==> src/rtl/uart_rx.sv <==
// uart_rx: 8N1 UART receiver with a one-entry valid/ready holding register.
// Define UART_RX_PARITY_EN for 8E1 framing with an rx_parity_err pulse.
module uart_rx #(
  parameter int CLK_FREQ = 50_000_000,
  parameter int BAUD     = 100000
) (
  input  logic       clk,
  input  logic       rst,
  input  logic       serial_rx,
  output logic [7:0] rx_data,
  output logic       rx_valid,
  input  logic       rx_ready,
  output logic       rx_frame_err,
  output logic       rx_overrun
`ifdef UART_RX_PARITY_EN
  ,
  output logic       rx_parity_err
`endif
);
  localparam int BAUD_DIV = CLK_FREQ / BAUD;
  localparam logic [15:0] BIT_END = 16'(BAUD_DIV - 1);
  localparam logic [15:0] HALF_END = 16'(BAUD_DIV / 2 - 1);
  localparam logic [2:0] IDLE = 3'd0;
  localparam logic [2:0] START = 3'd1;
  localparam logic [2:0] DATA = 3'd2;
  localparam logic [2:0] STOP = 3'd3;
`ifdef UART_RX_PARITY_EN
  localparam logic [2:0] PARITY = 3'd4;
  logic par_q, par_d, perr_q, perr_d;
`endif
  logic [1:0] sync_q, fill_q;
  logic prev_q, armed_q, armed_d, rx_s;
  logic [2:0] state_q, state_d, bit_q, bit_d;
  logic [15:0] cnt_q, cnt_d;
  logic [7:0] shift_q, shift_d, data_q, data_d;
  logic valid_q, valid_d, ferr_q, ferr_d, ovr_q, ovr_d;

  assign rx_s = sync_q[1];
  // fill_q keeps the reset-value ones in the synchronizer from arming the receiver
  assign armed_d = armed_q | (fill_q[1] & rx_s);

  always_comb begin
    state_d = state_q;
    cnt_d = (state_q == IDLE) ? '0 : cnt_q + 16'd1;
    bit_d = bit_q;
    shift_d = shift_q;
    data_d = data_q;
    valid_d = valid_q & ~rx_ready;
    ferr_d = 1'b0;
    ovr_d = 1'b0;
`ifdef UART_RX_PARITY_EN
    par_d = par_q;
    perr_d = 1'b0;
`endif
    case (state_q)
      IDLE: if (armed_q && prev_q && !rx_s) state_d = START;
      START: if (cnt_q == HALF_END) begin
        state_d = rx_s ? IDLE : DATA;
        cnt_d = '0;
        bit_d = '0;
      end
      DATA: if (cnt_q == BIT_END) begin
        shift_d[bit_q] = rx_s;
        bit_d = bit_q + 3'd1;
        cnt_d = '0;
`ifdef UART_RX_PARITY_EN
        if (bit_q == 3'd7) state_d = PARITY;
`else
        if (bit_q == 3'd7) state_d = STOP;
`endif
      end
`ifdef UART_RX_PARITY_EN
      PARITY: if (cnt_q == BIT_END) begin
        par_d = rx_s;
        state_d = STOP;
        cnt_d = '0;
      end
`endif
      STOP: if (cnt_q == BIT_END) begin
        state_d = IDLE;
        cnt_d = '0;
        ferr_d = ~rx_s;
        ovr_d = rx_s & valid_q & ~rx_ready;
        if (rx_s && (!valid_q || rx_ready)) begin
          data_d = shift_q;
          valid_d = 1'b1;
`ifdef UART_RX_PARITY_EN
          perr_d = ^{shift_q, par_q};
`endif
        end
      end
      default: state_d = IDLE;
    endcase
  end

  always_ff @(posedge clk or posedge rst) begin
    if (rst) begin
      sync_q <= 2'b11;
      fill_q <= 2'b00;
      prev_q <= 1'b1;
      armed_q <= 1'b0;
      state_q <= IDLE;
      cnt_q <= '0;
      bit_q <= '0;
      shift_q <= '0;
      data_q <= '0;
      valid_q <= 1'b0;
      ferr_q <= 1'b0;
      ovr_q <= 1'b0;
`ifdef UART_RX_PARITY_EN
      par_q <= 1'b0;
      perr_q <= 1'b0;
`endif
    end else begin
      sync_q <= {sync_q[0], serial_rx};
      fill_q <= {fill_q[0], 1'b1};
      prev_q <= rx_s;
      armed_q <= armed_d;
      state_q <= state_d;
      cnt_q <= cnt_d;
      bit_q <= bit_d;
      shift_q <= shift_d;
      data_q <= data_d;
      valid_q <= valid_d;
      ferr_q <= ferr_d;
      ovr_q <= ovr_d;
`ifdef UART_RX_PARITY_EN
      par_q <= par_d;
      perr_q <= perr_d;
`endif
    end
  end

  assign rx_data = data_q;
  assign rx_valid = valid_q;
  assign rx_frame_err = ferr_q;
  assign rx_overrun = ovr_q;
`ifdef UART_RX_PARITY_EN
  assign rx_parity_err = perr_q;
`endif
endmodule
==> config.mk <==
export PLATFORM = sky130hd
export DESIGN_NAME = uart_rx
export DESIGN_NICKNAME = d
export VERILOG_FILES = /design/src/rtl/uart_rx.sv
export SDC_FILE = /design/constraint.sdc
export NUM_CORES = 1
export LEC_CHECK = 0
export ABC_AREA = 0
export CAP_MARGIN = 40
export CORE_AREA = 4 4 67 69
export CTS_CLUSTER_DIAMETER = 40
export DETAILED_ROUTE_END_ITERATION = 7
export DIE_AREA = 0 0 71 73
export MAX_ROUTING_LAYER = met4
export PLACE_DENSITY = 0.8
export REMOVE_ABC_BUFFERS = 1
export SLEW_MARGIN = 20
export SYNTH_ARGS = -nofsm -noshare
export SYNTH_HDL_FRONTEND = slang
export SYNTH_SLANG_ARGS = --single-unit
==> constraint.sdc <==
create_clock -name clk -period 2.83 [get_ports clk]
set_clock_uncertainty 0.1 [all_clocks]
set_input_delay 0.566 -clock clk [delete_from_list [all_inputs] [get_ports clk]]
set_output_delay 0.566 -clock clk [all_outputs]
set_load 0.005 [all_outputs]
Word level (Yosys, flattened, before mapping)
Index checks and enable logic that the tools add are counted.
{"block": "classes", "magnitude_cmp": 2, "reduce_logical": 14, "mux": 24, "addsub": 2, "eq_ne": 11, "bitwise": 7}
{"cell": "16-bit two-way mux", "count": 3}
{"cell": "16-bit one-hot mux with 2 select lines", "count": 1}
{"cell": "3-bit two-way mux", "count": 7}
{"cell": "16-bit by 1-bit adder with 16-bit output (second input constant)", "count": 1}
{"cell": "16-bit by 8-bit == test with 1-bit output (second input constant)", "count": 1}
{"cell": "16-bit by 9-bit == test with 1-bit output (second input constant)", "count": 1}
{"cell": "3-bit one-hot mux with 4 select lines", "count": 1}
{"cell": "8-bit bitwise mux", "count": 1}
{"cell": "1-bit two-way mux", "count": 8}
{"cell": "2-bit != test (second input constant)", "count": 4}
{"cell": "3-bit by 2-bit == test with 1-bit output (second input constant)", "count": 2}
{"cell": "3-bit one-hot mux with 2 select lines", "count": 1}
{"cell": "3-bit AND reduction", "count": 2}
{"cell": "5-bit AND reduction", "count": 1}
{"cell": "1-bit bitwise AND", "count": 4}
{"cell": "1-bit logical AND", "count": 4}
{"cell": "3-bit by 4-bit < comparator with 1-bit output (second input constant)", "count": 1}
{"cell": "3-bit by 1-bit adder with 3-bit output (second input constant)", "count": 1}
{"cell": "1-bit demux with 3-bit select", "count": 1}
{"cell": "3-bit by 1-bit == test with 1-bit output (second input constant)", "count": 1}
{"cell": "3-bit == test (second input constant)", "count": 1}
{"cell": "3-bit by 1-bit greater-or-equal comparator with 1-bit output (second input constant)", "count": 1}
{"cell": "3-bit logical NOT", "count": 1}
{"cell": "1-bit logical NOT", "count": 2}
{"cell": "other kinds (8)", "count": 9}
{"block": "word_totals", "inputBits": 4, "reg_bits": 47, "out_inout_bits": 11}

Depth between registers and ports, before layout
{"block": "logic_depth", "depth_word": 6, "ltp_mapped": 7, "depth_no_buf": 6}

Worst setup path before layout
OpenSTA, ideal clock, no wires.
{"block": "synth_timing", "path_kind": "register to register", "from": "reg cnt_q[2]", "to": "reg shift_q[1]", "path_buffers": 1, "stages_incl_launch_ff": 6, "period_less_slack_ps": 2483, "t_arrival_ps": 2255, "setup_time_ps": 128, "setup_slack_ps": 347, "t_required_ps": 2602, "cell_sequence": "dfrtp_1 -> or4_4 -> or4_4 -> buf_6 -> nor4_1 -> mux2_1"}
{"block": "synth_between", "elab_chain_cells": 2}
{"item": "start: declaration", "line_no": "34", "rtl": "logic [15:0] cnt_q, cnt_d;"}
{"item": "start signal: assignment", "line_no": "120", "rtl": "cnt_q <= cnt_d;"}
{"item": "16-bit by 9-bit == test with 1-bit output", "line_no": "62", "rtl": "DATA: if (cnt_q == BIT_END) begin"}
{"item": "2-bit AND reduction (no source line)"}
{"item": "end signal: assignment", "line_no": "122", "rtl": "shift_q <= shift_d;"}
{"item": "end: declaration", "line_no": "35", "rtl": "logic [7:0] shift_q, shift_d, data_q, data_d;"}
Every way passes these cells.
A chain may end at the register's enable or synchronous reset.

Worst setup path in the final report
{"block": "layout_timing", "from": "reg cnt_q[2]", "to": "reg data_q[3], in the netlist rx_data[3]"}
{"block": "layout_between", "elab_chain_cells": 2}
{"item": "16-bit by 9-bit == test with 1-bit output", "line_no": "79", "rtl": "STOP: if (cnt_q == BIT_END) begin"}
{"item": "3-bit AND reduction (no source line)"}
{"item": "end signal: assignment", "line_no": "123", "rtl": "data_q <= data_d;"}
{"item": "end: declaration", "line_no": "35"}
Every way passes these cells.

==> metrics <==
diode count 0; Buffers on Ports 14; crit path DAT 2.76 ns; Rel. slew slack 0.623; mean post-synth cell area 11.7 sq um; Internal Power 0.940 mW; Antenna Nets Post-Route 0; Total Routing Usage GR 0.169; largest net degree at the start of global routing 47; Yosys reg bits 46; worst-margin pin slew 0.565 ns; Final Wtd Congestion 0.847; Slew Limit Fails 0; initial antenna violation count 0; final hold slack 0.256 ns; drt pass-1 iters 4; Core Util, Final 0.606; combinational power share 0.032; Setup Total Neg Slack 0 ns; postcts setup bufs 0; clock slew at reported path FFs 0.08 ns; Final Cycle Share 0.943; DRC Markers 0; CTS Buf Count 5; Crit. End Element flip-flop; GR Util met3 0.0468; Synth async-reset ratio 1.00; CTS root buffer clkbuf_8; yosys synthesis warning count 0; vias in the first global route 1486; CP Max Fanout 11; endpoints failing hold 0; Post-synth top flop dfrtp_1; Placed Cells 239; share of layout cells above drive strength 1 0.157; core area 3910 sq um; Layout area overhead 14.6%; clk buf depth 2; WL final 3760 um; dpl hpwl 2640 um; die width 71 um; via count 1415; PwrDens 501 nW/um^2; num ports 15; row count 23; number of enable flip-flop cells after synthesis 0; DRT iter0 DRCs 92; f_max 375 MHz; worst min path class reg -> reg; post-synthesis sequential area ratio 0.558; Finished Layout Cells 247; main area contributors after synthesis dfrtp_1 52%, mux2_2 6.0%, dfstp_2 3.8%; H-tree depth 2; Die ar. 5180 sq um; max_cap viols 0; global-route wire length before repair 6590 um; VDD IR max 0.000318 V; GR Overflow Total 0; Via density 5.73; Tot Pwr 1.19 mW; Synth cell types 39; critical path class reg -> reg; Starting Density 0.529; Top Usage Layer GRT met2; commonest cells in the netlist 43 x dfrtp_1, 18 x nor2_1, 11 x mux2_2; met1 global-route usage 0.177; required time worst endpoint 2.92 ns; CTS tree built; switching share of power 0.210; fin nets 204; Final setup viols 0; wire per inst 15.2 um; Reg power frac 0.568; Final min period 2.67 ns; RSZ-0062 raised after global routing false; Gate Count Post-Synth 177; cts-stage hold buffer count 0; Clock Latency Late Sink 0.30 ns; Switch Pwr 0.249 mW; status finished clean; Worst setup SP type flip-flop; cell accounting for the most synthesized area dfrtp_1; hold path cells 0; power share of the clock group 0.400; post_cts resized 0; R2R Setup Slk 0.16 ns; grt met2 use 0.300; Synth Cell Area 2070 sq um; Lkg Pwr 1.01 nW; cell count of the worst reg-to-reg path 4; die span in y 73 um; most frequent cell after synthesis dfrtp_1; post-synth top area share 0.520; Clock Sinks 46
==> layer usage <==
layer	vias to the layer above	wire (um)
met5	-	0
met4	0	70
met3	8	168
met2	38	2020
met1	697	1500
li1	672	-
==> worst max-delay path, cell delays in order, from the launching register on <==
cell and delay [ns]:
dfrtp_1 0.44, or4_4 0.58, or4_4 0.63, nor3_4 0.42, mux2_2 0.39
==> cells in the final DEF (no fill, tap or decap), types with 2 or more instances in the layout <==
cell              n
nor3_1            4
nor4_1           10
xor2_1            3
clkdlybuf4s50_1  14
xnor2_1           8
nand4b_1          2
nand2b_1          3
dfstp_2           3
or4_4             3
a21oi_1           3
nand2_1          10
mux2_1            6
clkbuf_8          5
and3_1            3
nor2_1           18
nand4_1           3
mux2_2           11
ha_1              4
dfrtp_1          43
buf_4             2
a22o_1            2
inv_1             5
nand3_1          10
o21ai_0           3
==> final timing paths <==
kind / endpoint / startpoint
worst max-delay path: rx_data[3] / cnt_q[2]
worst min-delay path: fill_q[1] / fill_q[0]
worst max register to register: rx_data[3] / cnt_q[2]
worst min register to register: fill_q[1] / fill_q[0]
max in group asynchronous: sync_q[0] / rst
min in group asynchronous: rx_data[3] / rst
==> state kept, by name (all words and copies together) (netlist names) <==
signal        cells
armed_q           1
bit_q             3
cnt_q            16
fill_q            2
prev_q            1
rx_data           8
rx_frame_err      1
rx_overrun        1
rx_valid          1
shift_q           8
state_q           2
sync_q            2
==> through the flow <==
step / setup slack (ns) / area (sq um)
6_report: 0.162 / 2370
5_1_grt: 0.0622 / 2370
4_1_cts: 0.129 / 2370
3_5_place_dp: 0.145 / 2260
3_3_place_gp: 0.249 / 2260
2_1_floorplan: 0.352 / 2040
==> power by group through the flow <==
| stage | registers [mW] | logic (mW) | clock network, mW |
|---|---|---|---|
| 3_3_place_gp | 0.687 | 0.0376 | 0 |
| 6_report | 0.675 | 0.0382 | 0.476 |
| 3_5_place_dp | 0.688 | 0.0390 | 0 |
| 2_1_floorplan | 0.685 | 0.0259 | 0 |
| 5_1_grt | 0.676 | 0.0439 | 0.521 |
| 4_1_cts | 0.675 | 0.0392 | 0.484 |
==> layout make-up <==
cell class | instances | area (sq um)
fillers | 323 | 1540
flip-flops and latches | 46 | 1150
multi-input cells | 121 | 866
repair buffers | 16 | 155
clock buffers | 6 | 72.6
well taps | 50 | 62.6
clock inverters | 2 | 37.5
inverters | 6 | 22.5
==> cell families after synthesis <==
group / count (synthesis) / synth area share
AOI/OAI and AO/OA: 14 / 0.0520
xor gates and xnor gates: 11 / 0.0466
adders and majority gates: 4 / 0.0242
buffers and inverters: 10 / 0.0236
DFF: 46 / 0.558
muxes: 17 / 0.0925
other: 1 / 0.00181
and+or+nand+nor: 74 / 0.201
Note: power is estimated with default switching activity, not from simulation.
